[src/rtl/jal_issue_buffer_pkg.sv]
// Shared sizing and entry layout for the JAL/JALR issue buffer.
// Entry packing {jal, jalr, pc, rd0, rs1, is_rvc} matches the issue-stage unpack.
package jal_issue_buffer_pkg;

  localparam int unsigned RB   = 2;
  localparam int unsigned RW   = 5 + RB;
  localparam int unsigned DW   = 2 + 64 + 2 * RW + 1;
  localparam int unsigned DP   = 4;
  localparam int unsigned IW   = $clog2(DP);
  localparam int unsigned CNTW = IW + 1;

  typedef struct packed {
    logic          jal;
    logic          jalr;
    logic [63:0]   pc;
    logic [RW-1:0] rd0;
    logic [RW-1:0] rs1;
    logic          is_rvc;
  } jal_info_t;

  // Number of allocated slots in a valid vector.
  function automatic logic [CNTW-1:0] slot_count(input logic [DP-1:0] vld);
    logic [CNTW-1:0] c;
    c = '0;
    for (int i = 0; i < int'(DP); i++) begin
      c = c + CNTW'(vld[i]);
    end
    return c;
  endfunction

endpackage

[src/rtl/jal_issue_buffer_lzp.sv]
// Lowest-zero-position finder: index of the lowest clear bit of vec.
// none_free is set when every bit of vec is set.
module jal_issue_buffer_lzp #(
  parameter int unsigned CW = 2
) (
  input  logic [(1<<CW)-1:0] vec,
  output logic [CW-1:0]      idx,
  output logic               none_free
);

  localparam int unsigned N = 1 << CW;

  // Scan high to low so the lowest clear bit wins.
  always_comb begin
    idx       = '0;
    none_free = 1'b1;
    for (int i = int'(N) - 1; i >= 0; i--) begin
      if (!vec[i]) begin
        idx       = CW'(i);
        none_free = 1'b0;
      end
    end
  end

endmodule

[src/rtl/jal_issue_buffer.sv]
// Write side of the JAL/JALR issue buffer: allocates dispatch entries into
// free slots, frees slots on issue pop, bulk-invalidates on flush.
module jal_issue_buffer
  import jal_issue_buffer_pkg::*;
(
  input  logic               CLK,
  input  logic               RSTn,
  input  logic               jal_dispat_push,
  input  logic [DW-1:0]      jal_dispat_info,
  output logic               jal_buffer_full,
  output logic               jal_buffer_empty,
  output logic [CNTW-1:0]    jal_buffer_cnt,
  input  logic               jal_buffer_pop,
  input  logic [IW-1:0]      jal_buffer_pop_index,
  output logic [DP-1:0]      jal_buffer_malloc,
  output logic [DW*DP-1:0]   jal_issue_info,
  input  logic               flush
);

  logic [DP-1:0] malloc;
  logic [DP-1:0] malloc_nxt;
  jal_info_t     payload [DP];
  logic [IW-1:0] free_idx;
  logic          none_free;
  logic          push_acc;
  logic          pop_acc;

  jal_issue_buffer_lzp #(.CW(IW)) u_lzp (
    .vec       (malloc),
    .idx       (free_idx),
    .none_free (none_free)
  );

  // Full is judged on the registered state, so a same-cycle pop cannot make room.
  assign push_acc = jal_dispat_push & ~none_free & ~flush;
  assign pop_acc  = jal_buffer_pop & malloc[jal_buffer_pop_index] & ~flush;

  always_comb begin
    malloc_nxt = malloc;
    if (flush) begin
      malloc_nxt = '0;
    end else begin
      if (pop_acc)  malloc_nxt[jal_buffer_pop_index] = 1'b0;
      if (push_acc) malloc_nxt[free_idx]             = 1'b1;
    end
  end

  always_ff @(posedge CLK or negedge RSTn) begin
    if (!RSTn) malloc <= '0;
    else       malloc <= malloc_nxt;
  end

  // Payload is written only on accepted push; pop and flush leave it stale.
  always_ff @(posedge CLK or negedge RSTn) begin
    if (!RSTn) begin
      for (int i = 0; i < int'(DP); i++) payload[i] <= '0;
    end else begin
      for (int i = 0; i < int'(DP); i++) begin
        if (push_acc && (free_idx == IW'(i))) payload[i] <= jal_info_t'(jal_dispat_info);
      end
    end
  end

  for (genvar g = 0; g < int'(DP); g++) begin : g_info
    assign jal_issue_info[DW*g +: DW] = payload[g];
  end

  assign jal_buffer_malloc = malloc;
  assign jal_buffer_full   = none_free;
  assign jal_buffer_empty  = ~|malloc;
  assign jal_buffer_cnt    = slot_count(malloc);

  // Popping a slot that holds no entry is a protocol violation by the issue stage.
  always @(posedge CLK) begin
    if (RSTn && jal_buffer_pop && !flush) begin
      assert (malloc[jal_buffer_pop_index])
        else $warning("jal_issue_buffer: pop of unallocated slot %0d", jal_buffer_pop_index);
    end
  end

endmodule

[config.mk]
export PLATFORM = sky130hd
export DESIGN_NAME = jal_issue_buffer
export DESIGN_NICKNAME = d
export VERILOG_FILES = /design/src/rtl/jal_issue_buffer_pkg.sv /design/src/rtl/jal_issue_buffer_lzp.sv /design/src/rtl/jal_issue_buffer.sv
export SDC_FILE = /design/constraint.sdc
export NUM_CORES = 1
export LEC_CHECK = 0
export CAP_MARGIN = 20
export CORE_ASPECT_RATIO = 1.2
export CORE_MARGIN = 2
export CORE_UTILIZATION = 35
export DETAILED_ROUTE_END_ITERATION = 7
export GPL_TIMING_DRIVEN = 0
export PLACE_DENSITY = 0.7
export SETUP_SLACK_MARGIN = 0.5
export SLEW_MARGIN = 20
export SYNTH_ARGS = -nofsm -noshare
export SYNTH_HDL_FRONTEND = slang
export SYNTH_SLANG_ARGS = --single-unit
[constraint.sdc]
create_clock -name CLK -period 1.8 [get_ports CLK]
set_clock_uncertainty 0.2 [all_clocks]
set_input_delay 0.18 -clock CLK [delete_from_list [all_inputs] [get_ports CLK]]
set_output_delay 0.18 -clock CLK [all_outputs]
set_load 0.005 [all_outputs]
# --- After elaboration in Yosys (flattened, before gate mapping) ---
# Index checks and enable logic that the tools add are counted.
totals:
  reg_bits: 328
  out_inout_bits: 333
  word_cells: 71
op_classes:
  addsub: 3
  n_lt_le_gt_ge: 4
  eq_ne: 3
  mux: 18
  bitwise_logic: 9
  n_reduce_logical: 9
ops:
  columns: ["cell", "n"]
  rows:
  - ["$mux 4", 4]
  - ["$mux 2", 4]
  - ["$mux 1", 7]
  - ["$logic_and 1x1->1", 6]
  - ["$lt 2x3->1 const B", 2]
  - ["$and 1x1->1", 4]
  - ["$and 4x4->4", 1]
  - ["$demux 1 s2", 2]
  - ["$eq 2x2->1 const B", 2]
  - ["$ge 2x1->1 const B", 2]
  - ["$not 4->4", 1]
  - ["$or 4x4->4", 1]
  - ["$reduce_or 4->1", 1]
  - ["$add 2x1->3", 1]
  - ["$add 3x1->3", 1]
  - ["$add 1x1->2", 1]
  - ["$bmux 1 s2", 1]
  - ["$eq 2x1->1 const B", 1]
  - ["$logic_not 2->1", 1]
  - ["$not 1->1", 2]
  - ["$logic_not 1->1", 1]

# --- Logic depth before layout (Yosys ltp) ---
depth:
  depth_word: 11
  depth_mapped: 5
  depth_no_buf: 5

# --- By module ---
# Synthesis repeated with hierarchy kept, for this count alone.
unflattened:
  hier_cells: 721
  area_unflattened_um2: 12360.6
by_module_without_submodules:
  columns: ["mod", "instances", "cells_per_inst", "area_per_inst_um2"]
  rows:
  - ["jal_issue_buffer", 1, 715, 12330.6]
  - ["jal_issue_buffer_lzp", 1, 6, 30.0]

# --- Worst setup path after synthesis ---
# No wires, ideal clock.
synth_timing:
  kind: "register to register"
  startpoint: "register malloc[1] (netlist: jal_buffer_malloc[1])"
  endpoint: "register payload (netlist bit jal_issue_info[163])"
  arrival_time_ps: 1609
  t_required_ps: 1475
  slack_ps: -134
  path_stages_with_launch: 6
  n_path_buf: 2
  period_less_slack_ps: 1934
  cell_sequence: "dfrtp_1 inv_1 or4_4 buf_12 buf_12 mux2_4"
synth_via:
  elab_chain_cells: 6
synth_rtl:
  columns: ["element", "line", "rtl"]
  rows:
  - ["start: declaration", "jal_issue_buffer.sv:20", "logic [DP-1:0] malloc;"]
  - ["start signal: assignment", "jal_issue_buffer.sv:50", "else malloc <= malloc_nxt;"]
  - ["$mux 1 (2 in a row)", "jal_issue_buffer_lzp.sv:18", "if (!vec[i]) begin"]
  - ["$not 1->1", "jal_issue_buffer.sv:35", "assign push_acc = jal_dispat_push & ~none_free & ~flush;"]
  - ["$and 1x1->1 (2 in a row)", "jal_issue_buffer.sv:35", null]
  - ["$logic_and 1x1->1 *", "jal_issue_buffer.sv:59", "if (push_acc && (free_idx == IW'(i))) payload[i] <= jal_info_t'(jal_dispat_info);"]
  - ["end signal: indexed assignment", "jal_issue_buffer.sv:59", null]
  - ["end: declaration", "jal_issue_buffer.sv:22", "jal_info_t payload [DP];"]
# Mark *: on every way between the ends. The rest lies on a longest branch, timed or not.
# A chain may end at the register's enable or synchronous reset.

# --- Worst setup path in the final report ---
layout_timing:
  startpoint: "register malloc[0] (netlist: jal_buffer_malloc[0])"
  endpoint: "output port jal_buffer_cnt[1]"
layout_via:
  elab_chain_cells: 3
layout_rtl:
  columns: ["element", "line", "rtl"]
  rows:
  - ["$add 1x1->2", "jal_issue_buffer_pkg.sv:26", "c = c + CNTW'(vld[i]);"]
  - ["$add 2x1->3", "jal_issue_buffer_pkg.sv:26", null]
  - ["$add 3x1->3", "jal_issue_buffer_pkg.sv:26", null]
  - ["end: declaration", "jal_issue_buffer.sv:12", "output logic [CNTW-1:0] jal_buffer_cnt,"]
# No other way between the ends.

==> results.py <==
metrics = {
    "outcome": {
        "status": "complete, but fails checks",
        "violations": "hold timing, setup timing",
    },
    "yosys": {
        "yosys-top-cells-area": "dfrtp_1, mux2_2, mux2_4",
        "synth-seq-cells": 328,
        "synth_cell_types": 24,
        "yosysSeqAreaShare_pct": 64.85,
        "syn_nets": 808,
        "syn_area_per_cell_um2": 17.68,
        "synth_top_area_share_pct": 64.85,
        "synth_warnings": 0,
        "yosysTopAreaCell": "dfrtp_1",
        "synth_cells": 716,
        "synth_area_mm2": 0.01266,
    },
    "finish": {
        "fillers": 2882,
        "final_cell_mix": "clkdlybuf4s50_1, dfrtp_1, mux2_4",
        "fin_area_mm2": 0.02018,
        "final_nets": 1310,
        "drive_gt1_share_pct": 38.80,
        "syn_to_final_growth_pct": 59.42,
        "final_common_cell": "clkdlybuf4s50_1",
        "n_antenna_cell": 0,
    },
    "clocking": {
        "cts.path.max_buffers": 3,
        "root_buffer": "clkbuf_16",
        "cts_tree": "built",
        "clkLatencyLatePin_ns": 0.52,
        "clk_pin_slew_ns": 0.06,
        "cts_sinks": 328,
        "cts_buffers": 35,
        "h-tree-depth": 2,
    },
    "timing": {
        "setup_ws_ns": -0.6382,
        "fmax_ghz": 0.4101,
        "finalCriticalPeriod_ns": 2.438,
        "finalHoldViolCount": 146,
        "max_slew_margin_pct": 64.49,
        "fin_crit_sh_pct": 135.5,
        "worst_pin_slew_ns": 0.5327,
        "maxSlewViolCount": 0,
        "whs_ns": -0.6306,
        "rsz0062_at_grt": "true",
        "setup_viol": 356,
    },
    "die": {
        "initial_utilization_pct": 35.40,
        "io_pins": 421,
        "dieArea_mm2": 0.03770,
        "die_y_um": 212.3,
        "rows": 76,
        "core_mm2": 0.03575,
        "die_w_um": 177.6,
    },
    "placement": {
        "place_area_mm2": 0.01812,
        "dp_slack_ns": -0.6626,
        "hpwlAfterDp_mm": 24.61,
        "port_buffers": 420,
        "gp_congestion": 0.7746,
    },
    "grt": {
        "grt_max_degree": 99,
        "grt-ovfl-total": 0,
        "grt_usage_pct": 19.01,
        "grt_pass1_vias": 8704,
        "antenna_found_initial": 0,
        "grt_pass1_wl_mm": 54.37,
    },
    "route": {
        "wl_per_cell_um": 21.56,
        "vias": 7989,
        "dr.pass1.iters": 5,
        "wl_mm": 36.94,
        "route.detailed.drc": 0,
        "via_per_inst": 4.664,
        "ant_nets": 0,
        "drt_iter0_markers": 267,
    },
    "setup_path": {
        "crit_path_start_kind": "register",
        "cp.required_ns": 1.42,
        "crit_type": "reg2out",
        "end_kind": "primary output",
        "arrival_ns": 2.06,
        "path_max_fanout": 4,
    },
    "worst_hold_path": {
        "hold_class": "in2async",
    },
    "job": {
        "timing.max_cap.violations": 0,
    },
    "pwr": {
        "power.density_mw_per_mm2": 1102,
        "p_leak_nw": 9.294,
        "peakVddDrop_v": 0.0006937,
    },
}
==> registers in the layout, summed over array words and instances (netlist names) <==
register           flops
jal_issue_info       324
jal_buffer_malloc      4
==> cell type report <==
cell class | count | area (um^2) | share of cell area, %
Buffer | 35 | 614.3 | 3.045
Clock buffer | 52 | 1010 | 5.005
Clock inverter | 12 | 123.9 | 0.6140
Inverter | 6 | 25.02 | 0.1240
Multi-Input combinational cell | 347 | 4566 | 22.63
Sequential cell | 328 | 8210 | 40.69
Tap cell | 468 | 585.6 | 2.902
Timing Repair Buffer | 465 | 5041 | 24.99
==> worst max-delay path: stages, from the launching register on <==
cell     delay [ns]
dfrtp_2        0.39
inv_4          0.05
fa_1           0.55
inv_2          0.05
ha_4           0.15
ha_4           0.26
buf_6          0.09
==> per-stage QoR <==
step                TNS [ns]  total power, mW  util [%]  std cells
floorplan             -8.987            11.39         -        716
global placement    -4760.37            15.02     50.43       1604
detailed placement   -180.47            15.13     50.68       1607
CTS                   -59.37            22.50     55.47       1700
global route         -102.12            23.24     56.43       1713
finish                -75.79            22.24     56.43       1713
==> synth_stat cells <==
cell and instances:
mux2_1 17, mux2_4 79, or4_4 1, buf_12 9, a31o_2 1, nand2_1 1
nand2b_1 1, buf_2 25, nand3b_1 2, inv_1 5, nor2_1 3, or3_1 1
o21ai_0 1, nor4b_1 1, mux2_2 228, nor3_1 2, nor3b_1 1, a21oi_1 2
inv_2 1, clkbuf_1 1, nand3_1 2, fa_1 1, ha_1 3, dfrtp_1 328
==> power breakdown <==
group	switching (mW)	total (mW)	internal, mW
Clock	2.96	7.16	4.20
Combinational	1.66	5.61	3.95
Sequential	0.752	9.46	8.71
Total	5.38	22.2	16.9
==> kinds of logic after synthesis <==
group,count (synthesis),share of synthesized area [%]
flip-flops,328,64.85
multiplexers,324,31.17
buffers and inverters,41,2.620
AND/OR/NAND/NOR,15,0.7118
AO/OA/AOI/OAI,4,0.1878
adder cells (fa/ha/maj),4,0.4548
==> path summary, 6_finish.rpt <==
| check | from | end | slack (ns) | cells past startpoint |
|---|---|---|---|---|
| min in group CLK | flush | jal_buffer_malloc[2] | 0.07 | 2 |
| max in group asynchronous | RSTn | jal_issue_info[48] | 0.70 | 3 |
| max reg2reg | jal_buffer_malloc[1] | jal_issue_info[167] | -0.48 | 8 |
| min reg2reg | jal_issue_info[299] | jal_issue_info[299] | 0.30 | 1 |
| max | jal_buffer_malloc[0] | jal_buffer_cnt[1] | -0.64 | 6 |
| min | RSTn | jal_issue_info[23] | -0.63 | 1 |
==> routing by layer <==
layer	GRT usage [%]	up-vias	part of all wire, %
met2	33.93	267	52
met3	5.222	47	6.6
li1	-	3557	-
met5	0	-	0
met4	5.483	0	2.1
met1	22.21	4118	39
==> timing repair <==
action	in CTS	in global routing
pin swaps	5	2
setup buffers	16	6
hold endpoints to repair	146	146
gates resized for setup	64	25
cloned	13	7
endpoints found under the setup margin	660	688
(Power assumes the default switching activity.)
